**config.mk**
```make
export PLATFORM = sky130hd
export DESIGN_NAME = fifo_wr_arbiter
export DESIGN_NICKNAME = d
export VERILOG_FILES = /design/src/rtl/fifo_wr_arbiter.sv
export SDC_FILE = /design/constraint.sdc
export NUM_CORES = 1
export LEC_CHECK = 0
export ABC_CLOCK_PERIOD_IN_PS = 3200
export CORE_MARGIN = 5
export CORE_UTILIZATION = 30
export CTS_BUF_LIST = sky130_fd_sc_hd__clkbuf_8
export DETAILED_ROUTE_END_ITERATION = 8
export PLACE_DENSITY_LB_ADDON = 0.25
export SYNTH_ARGS = -nofsm -noshare
export SYNTH_HDL_FRONTEND = slang
export SYNTH_SLANG_ARGS = --single-unit
```
**constraint.sdc**
```tcl
create_clock -name wr_clk -period 3.2 [get_ports wr_clk]
set_input_delay 0.64 -clock wr_clk [delete_from_list [all_inputs] [get_ports wr_clk]]
set_output_delay 0.64 -clock wr_clk [all_outputs]
set_load 0.01 [all_outputs]
```
**src/rtl/fifo_wr_arbiter.sv**
```systemverilog
// Round-robin, burst-aware arbiter in front of the write port of the dual-clock FIFO.
// Each accepted word carries the winning requester's index in its upper bits.
module fifo_wr_arbiter #(
  parameter int NUM_REQ      = 4,
  parameter int DATA_WIDTH   = 8,
  parameter int MAX_BURST    = 8,
  parameter int IDLE_TIMEOUT = 4,
  parameter int ID_BITS      = $clog2(NUM_REQ)
) (
  input  logic                          wr_clk,
  input  logic                          wr_rst_n,
  input  logic [NUM_REQ-1:0]            req_valid,
  input  logic [NUM_REQ*DATA_WIDTH-1:0] req_data,
  input  logic [NUM_REQ-1:0]            req_last,
  output logic [NUM_REQ-1:0]            req_ready,
  input  logic                          fifo_full,
  output logic                          fifo_wr_en,
  output logic [ID_BITS+DATA_WIDTH-1:0] fifo_wr_data,
  output logic [ID_BITS-1:0]            grant_id,
  output logic                          busy
);

  typedef enum logic {ARB, GRANT} state_t;

  localparam logic [7:0]         BURST_LIM = 8'(MAX_BURST);
  localparam logic [7:0]         IDLE_LIM  = 8'(IDLE_TIMEOUT);
  localparam logic [ID_BITS-1:0] LAST_RST  = ID_BITS'(NUM_REQ - 1);

  state_t                state_q, state_d;
  logic [ID_BITS-1:0]    grant_q, grant_d;
  logic [ID_BITS-1:0]    last_q, last_d;
  logic [7:0]            burst_q, burst_d;
  logic [7:0]            idle_q, idle_d;
  logic [7:0]            burst_inc, idle_inc;
  logic                  g_valid, g_last, g_ready, xfer;
  logic [DATA_WIDTH-1:0] g_data;
  logic                  pick_found;
  logic [ID_BITS-1:0]    pick_id;

  // Scan from last+NUM_REQ down to last+1 so the nearest valid requester after last wins.
  function automatic logic [ID_BITS:0] rr_pick(input logic [NUM_REQ-1:0] v,
                                               input logic [ID_BITS-1:0] last);
    logic [ID_BITS:0]   res;
    logic [ID_BITS-1:0] idx;
    res = '0;
    for (int k = NUM_REQ; k >= 1; k--) begin
      idx = ID_BITS'((int'(last) + k) % NUM_REQ);
      if (v[idx]) res = {1'b1, idx};
    end
    return res;
  endfunction

  assign {pick_found, pick_id} = rr_pick(req_valid, last_q);

  assign g_valid   = req_valid[grant_q];
  assign g_last    = req_last[grant_q];
  assign g_data    = req_data[grant_q*DATA_WIDTH +: DATA_WIDTH];
  assign g_ready   = wr_rst_n && (state_q == GRANT) && !fifo_full;
  assign xfer      = g_ready && g_valid;
  assign burst_inc = burst_q + 8'd1;
  assign idle_inc  = idle_q + 8'd1;

  always_comb begin
    req_ready = '0;
    if (g_ready) req_ready = NUM_REQ'(1) << grant_q;
  end

  assign fifo_wr_en   = xfer;
  assign fifo_wr_data = {grant_q, g_data};
  assign grant_id     = grant_q;
  assign busy         = (state_q == GRANT);

  always_comb begin
    state_d = state_q;
    grant_d = grant_q;
    last_d  = last_q;
    burst_d = burst_q;
    idle_d  = idle_q;
    case (state_q)
      ARB: begin
        if (pick_found) begin
          grant_d = pick_id;
          burst_d = '0;
          idle_d  = '0;
          state_d = GRANT;
        end
      end
      GRANT: begin
        // A stall on fifo_full (valid but not ready) holds both counters.
        if (xfer) begin
          burst_d = burst_inc;
          idle_d  = '0;
          if (g_last || (burst_inc == BURST_LIM)) begin
            state_d = ARB;
            last_d  = grant_q;
          end
        end else if (!g_valid) begin
          idle_d = idle_inc;
          if (idle_inc == IDLE_LIM) begin
            state_d = ARB;
            last_d  = grant_q;
          end
        end
      end
      default: state_d = ARB;
    endcase
  end

  always_ff @(posedge wr_clk) begin
    if (!wr_rst_n) begin
      state_q <= ARB;
      grant_q <= '0;
      last_q  <= LAST_RST;
      burst_q <= '0;
      idle_q  <= '0;
    end else begin
      state_q <= state_d;
      grant_q <= grant_d;
      last_q  <= last_d;
      burst_q <= burst_d;
      idle_q  <= idle_d;
    end
  end

endmodule

```
==> summary by stage <==
Final layout
The final net count is between 200 and 300. The layout overhead on the synthesized area is 42.1%. The number of antenna diodes in the final layout is 0. The number of fill cells is 546.

The count of cells in the finished layout, fillers not included, comes to 321. Cells with a size suffix above 1 make up 11.6% of the layout. The most common cell after layout, fill and taps aside is sky130_fd_sc_hd__clkdlybuf4s50_1. Leaving out fill and tap cells, the most frequent cells in the layout are 60 x sky130_fd_sc_hd__clkdlybuf4s50_1, 21 x sky130_fd_sc_hd__dfxtp_1, 17 x sky130_fd_sc_hd__nor2_1.

GRT
After global routing the overflow that remains totals 0. The via count of the first global-routing pass is 1,576. Entering global routing, the biggest net connects 26 pins.

The initial antenna violation count is 0. The global-route usage over all layers is 12.6%. The first global-routing pass estimated 7550 µm of wire.

Status
The flow ran to the end, and the final reports show no timing, DRC or antenna violations.

Logic synthesis
Counting every instance in the synthesized netlist gives about 190. After synthesis, the largest family of logic cells by area is simple AND/OR/NAND/NOR gates. The fraction of the yosys area taken by sequential cells is ~25%. The synthesized flop and latch total is 21. The post-synthesis instance area is 1650 µm². The area share of xor/xnor cells in the synthesized design is 1.06%. The number of enable flip-flop cells after synthesis is 0. The most used flip-flop cell after synthesis is sky130_fd_sc_hd__dfxtp_1.

For this run, asynchronously set or reset flops after synthesis account for 0%. Multiplexer cells account for between 15 and 20% of the synthesized area. For this run, the number of Yosys warnings is 0.

The synthesized netlist devotes between 20 and 30% of its cell area to simple gates. The post-synthesis average cell area is 8.65 µm². The number of different library cells used by synthesis comes to 53. The number of nets in the synthesized netlist is 237. After Yosys synthesis, full adders, half adders and majority gates account for ~2.3% of the synthesized area.

The synthesized netlist devotes 20.1% of its cell area to compound gates.

Critical path
The critical path's top delay family is buffers and inverters. Together, buffers and inverters on the worst path number 3. STA puts the critical path data required time at around 2600 ps. For this run, the slowest stage of the critical path takes 550 ps.

The cell that appears most often on the critical path is sky130_fd_sc_hd__clkdlybuf4s50_1. STA classifies the critical path startpoint as an input port. STA classifies the critical path endpoint as a primary output. Data on the critical path arrives at its endpoint at 2360 ps.

The path type of the worst setup path is in2out. Walking the worst path, the cells encountered are clkdlybuf4s50_1 > mux4_2 > nand2_4 > clkinv_4 > clkdlybuf4s50_1. Of all nets on the critical path, the largest fanout is 9. The master of the slowest instance on the critical path is sky130_fd_sc_hd__mux4_2.

STA
The final-report max-slew violation count was 0. The count of final hold-check violations is 0. Setup violations remaining at the end of the flow were counted as 0. The maximum clock frequency is 0.334 GHz. Setup repair after global routing left no endpoint under its margin. The post-route minimum period is around 3000 ps. The final period utilization is 93.6%. Summed over all failing endpoints, the final setup total negative slack is 0 ps. The remaining max-slew budget at the tightest pin is 67.0%.

The measured slew at the worst slew-check pin is 490 ps. The clock tree skew after final layout is around 2.1 ps.

Clocking
The count of instances resized after the clock tree is built is 0. The clock passes through at most 2 buffers. The clock-pin slew on the worst setup and hold paths is 80 ps. The number of hold buffers added after cts is 0. The root buffer cell chosen for the clock tree is sky130_fd_sc_hd__clkbuf_8. In this run the post-CTS setup repair buffer count came out at 0. CTS built an H-tree with a depth of 1. TritonCTS created 3 clock buffers. The clock tree from TritonCTS is yes. The number of sinks on the clock net is 21.

The clock latency on the worst-skew pair is around 260 ps.

Drt
For this run, design rule violations remaining after detail routing come to 0. The number of search-and-repair iterations in the first detailed-routing pass is 4. Dividing the detail-routed via count by the number of cells gives ~5.2. The total number of vias is approximately 1,700. The number of nets with antenna violations after routing is 0. The detailed router finished its first iteration with 75 violations. In the final routed layout, each cell accounts on average for 14.0 µm.

For this block, the routed nets add up to about 4500 µm of wire.

Die
The floorplan step defined a die boundary enclosing slightly above 7000 µm². The die span in x is 84.2 µm. The die height is 84.2 µm. The number of I/O pins is 61. The core footprint is 5440 µm². The initialized floorplan defines 27 standard-cell rows. The effective utilization at floorplan is 30.4%.

Placement
The last weighted congestion value of the routability-driven placer is approximately 0.8. The total placed cells including tap cells is 317. Detailed placement finished with a half-perimeter wire length of 3620 µm. During placement, the flow inserted port buffers numbering 60.

Min path
The worst hold path class is reg2reg.

Pwr
The leakage power is 0.870 nW. Across the VDD grid, the largest voltage drop is 0.139 mV. For this design the ratio of total power to cell area is 301 nW/µm². Total power for the finished layout comes to 0.000707 W.

Flow run
The tool flagged a number of max-cap violations equal to 0.
## power by group
part	internal [W]	switching [W]
Sequential	0.000268	0.0000161
Clock	0.0000868	0.0000922
Combinational	0.000146	0.0000975
Total	0.000501	0.000206
## cells in the mapped netlist, types with 4 or more instances
library cell | count | area share [%]
sky130_fd_sc_hd__nor4_1 | 4 | 1.5
sky130_fd_sc_hd__o21ai_0 | 11 | 3.3
sky130_fd_sc_hd__nor2b_1 | 7 | 2.6
sky130_fd_sc_hd__nand2_1 | 14 | 3.2
sky130_fd_sc_hd__nor2_1 | 17 | 3.9
sky130_fd_sc_hd__o21ai_1 | 4 | 1.2
sky130_fd_sc_hd__nand3_1 | 8 | 2.4
sky130_fd_sc_hd__dfxtp_1 | 21 | 25
sky130_fd_sc_hd__mux4_2 | 7 | 9.5
sky130_fd_sc_hd__clkbuf_1 | 5 | 1.1
sky130_fd_sc_hd__a21oi_1 | 8 | 2.4
sky130_fd_sc_hd__nor3_1 | 8 | 2.4
sky130_fd_sc_hd__a21boi_1 | 4 | 1.8
sky130_fd_sc_hd__a31oi_1 | 9 | 3.4
sky130_fd_sc_hd__inv_1 | 7 | 1.6
## final cells by class
cell class	instances	area [µm²]	area share [%]
clock buffers	3	41.3	1.76
clock inverters	1	5.00	0.213
inverters	8	35.0	1.49
multi-input cells	151	1120	47.6
flip-flops and latches	21	420	17.9
well taps	72	90.1	3.84
repair buffers	65	638	27.2
## metrics by stage
| step | worst slack (ps) | instance area (µm²) | util, % | hold WS (ps) |
|---|---|---|---|---|
| floorplan | 1020 | 1650 | - | 432 |
| global placement | 230 | 2300 | 42.3 | 464 |
| detailed placement | 201 | 2300 | 42.3 | 473 |
| CTS | 201 | 2350 | 43.2 | 491 |
| global route | 149 | 2350 | 43.2 | 509 |
| finish | 205 | 2350 | 43.2 | 484 |
## state kept, by name, summed over array words and instances (netlist names)
signal,flops
busy,1
burst_q,8
idle_q,8
last_q,2
grant_id,2
## worst register-to-register path: cells and delay by family (launching register included)
family          cells  cell delay, ps
flops               1             570
mux                 2             980
buf+inv             1             180
compound gates      1             240
simple gates        2             210
## layer usage
| layer | vias up | track usage [%] | routed length, µm |
|---|---|---|---|
| met4 | 0 | 3.07 | 25 |
| met2 | 36 | 22.1 | 2310 |
| met3 | 2 | 1.28 | 132 |
| met1 | 797 | 16.7 | 2010 |
| met5 | - | 0 | 0 |
| li1 | 835 | - | - |
## final timing paths
path                start  slack, ps    endpoint  depth (start not counted)
min reg2reg     idle_q[7]        480   idle_q[7]                          1
max reg2reg   grant_id[0]        940   last_q[1]                          6
max          req_valid[3]        200  fifo_wr_en                          5
min             idle_q[7]        480   idle_q[7]                          1
## cells by family after synthesis
logic type,count (synthesis)
adders and majority gates,3
buffers and inverters,19
xor gates and xnor gates,2
DFF,21
and+or+nand+nor,82
muxes,14
AOI/OAI and AO/OA,50
(Power assumes the default switching activity.)
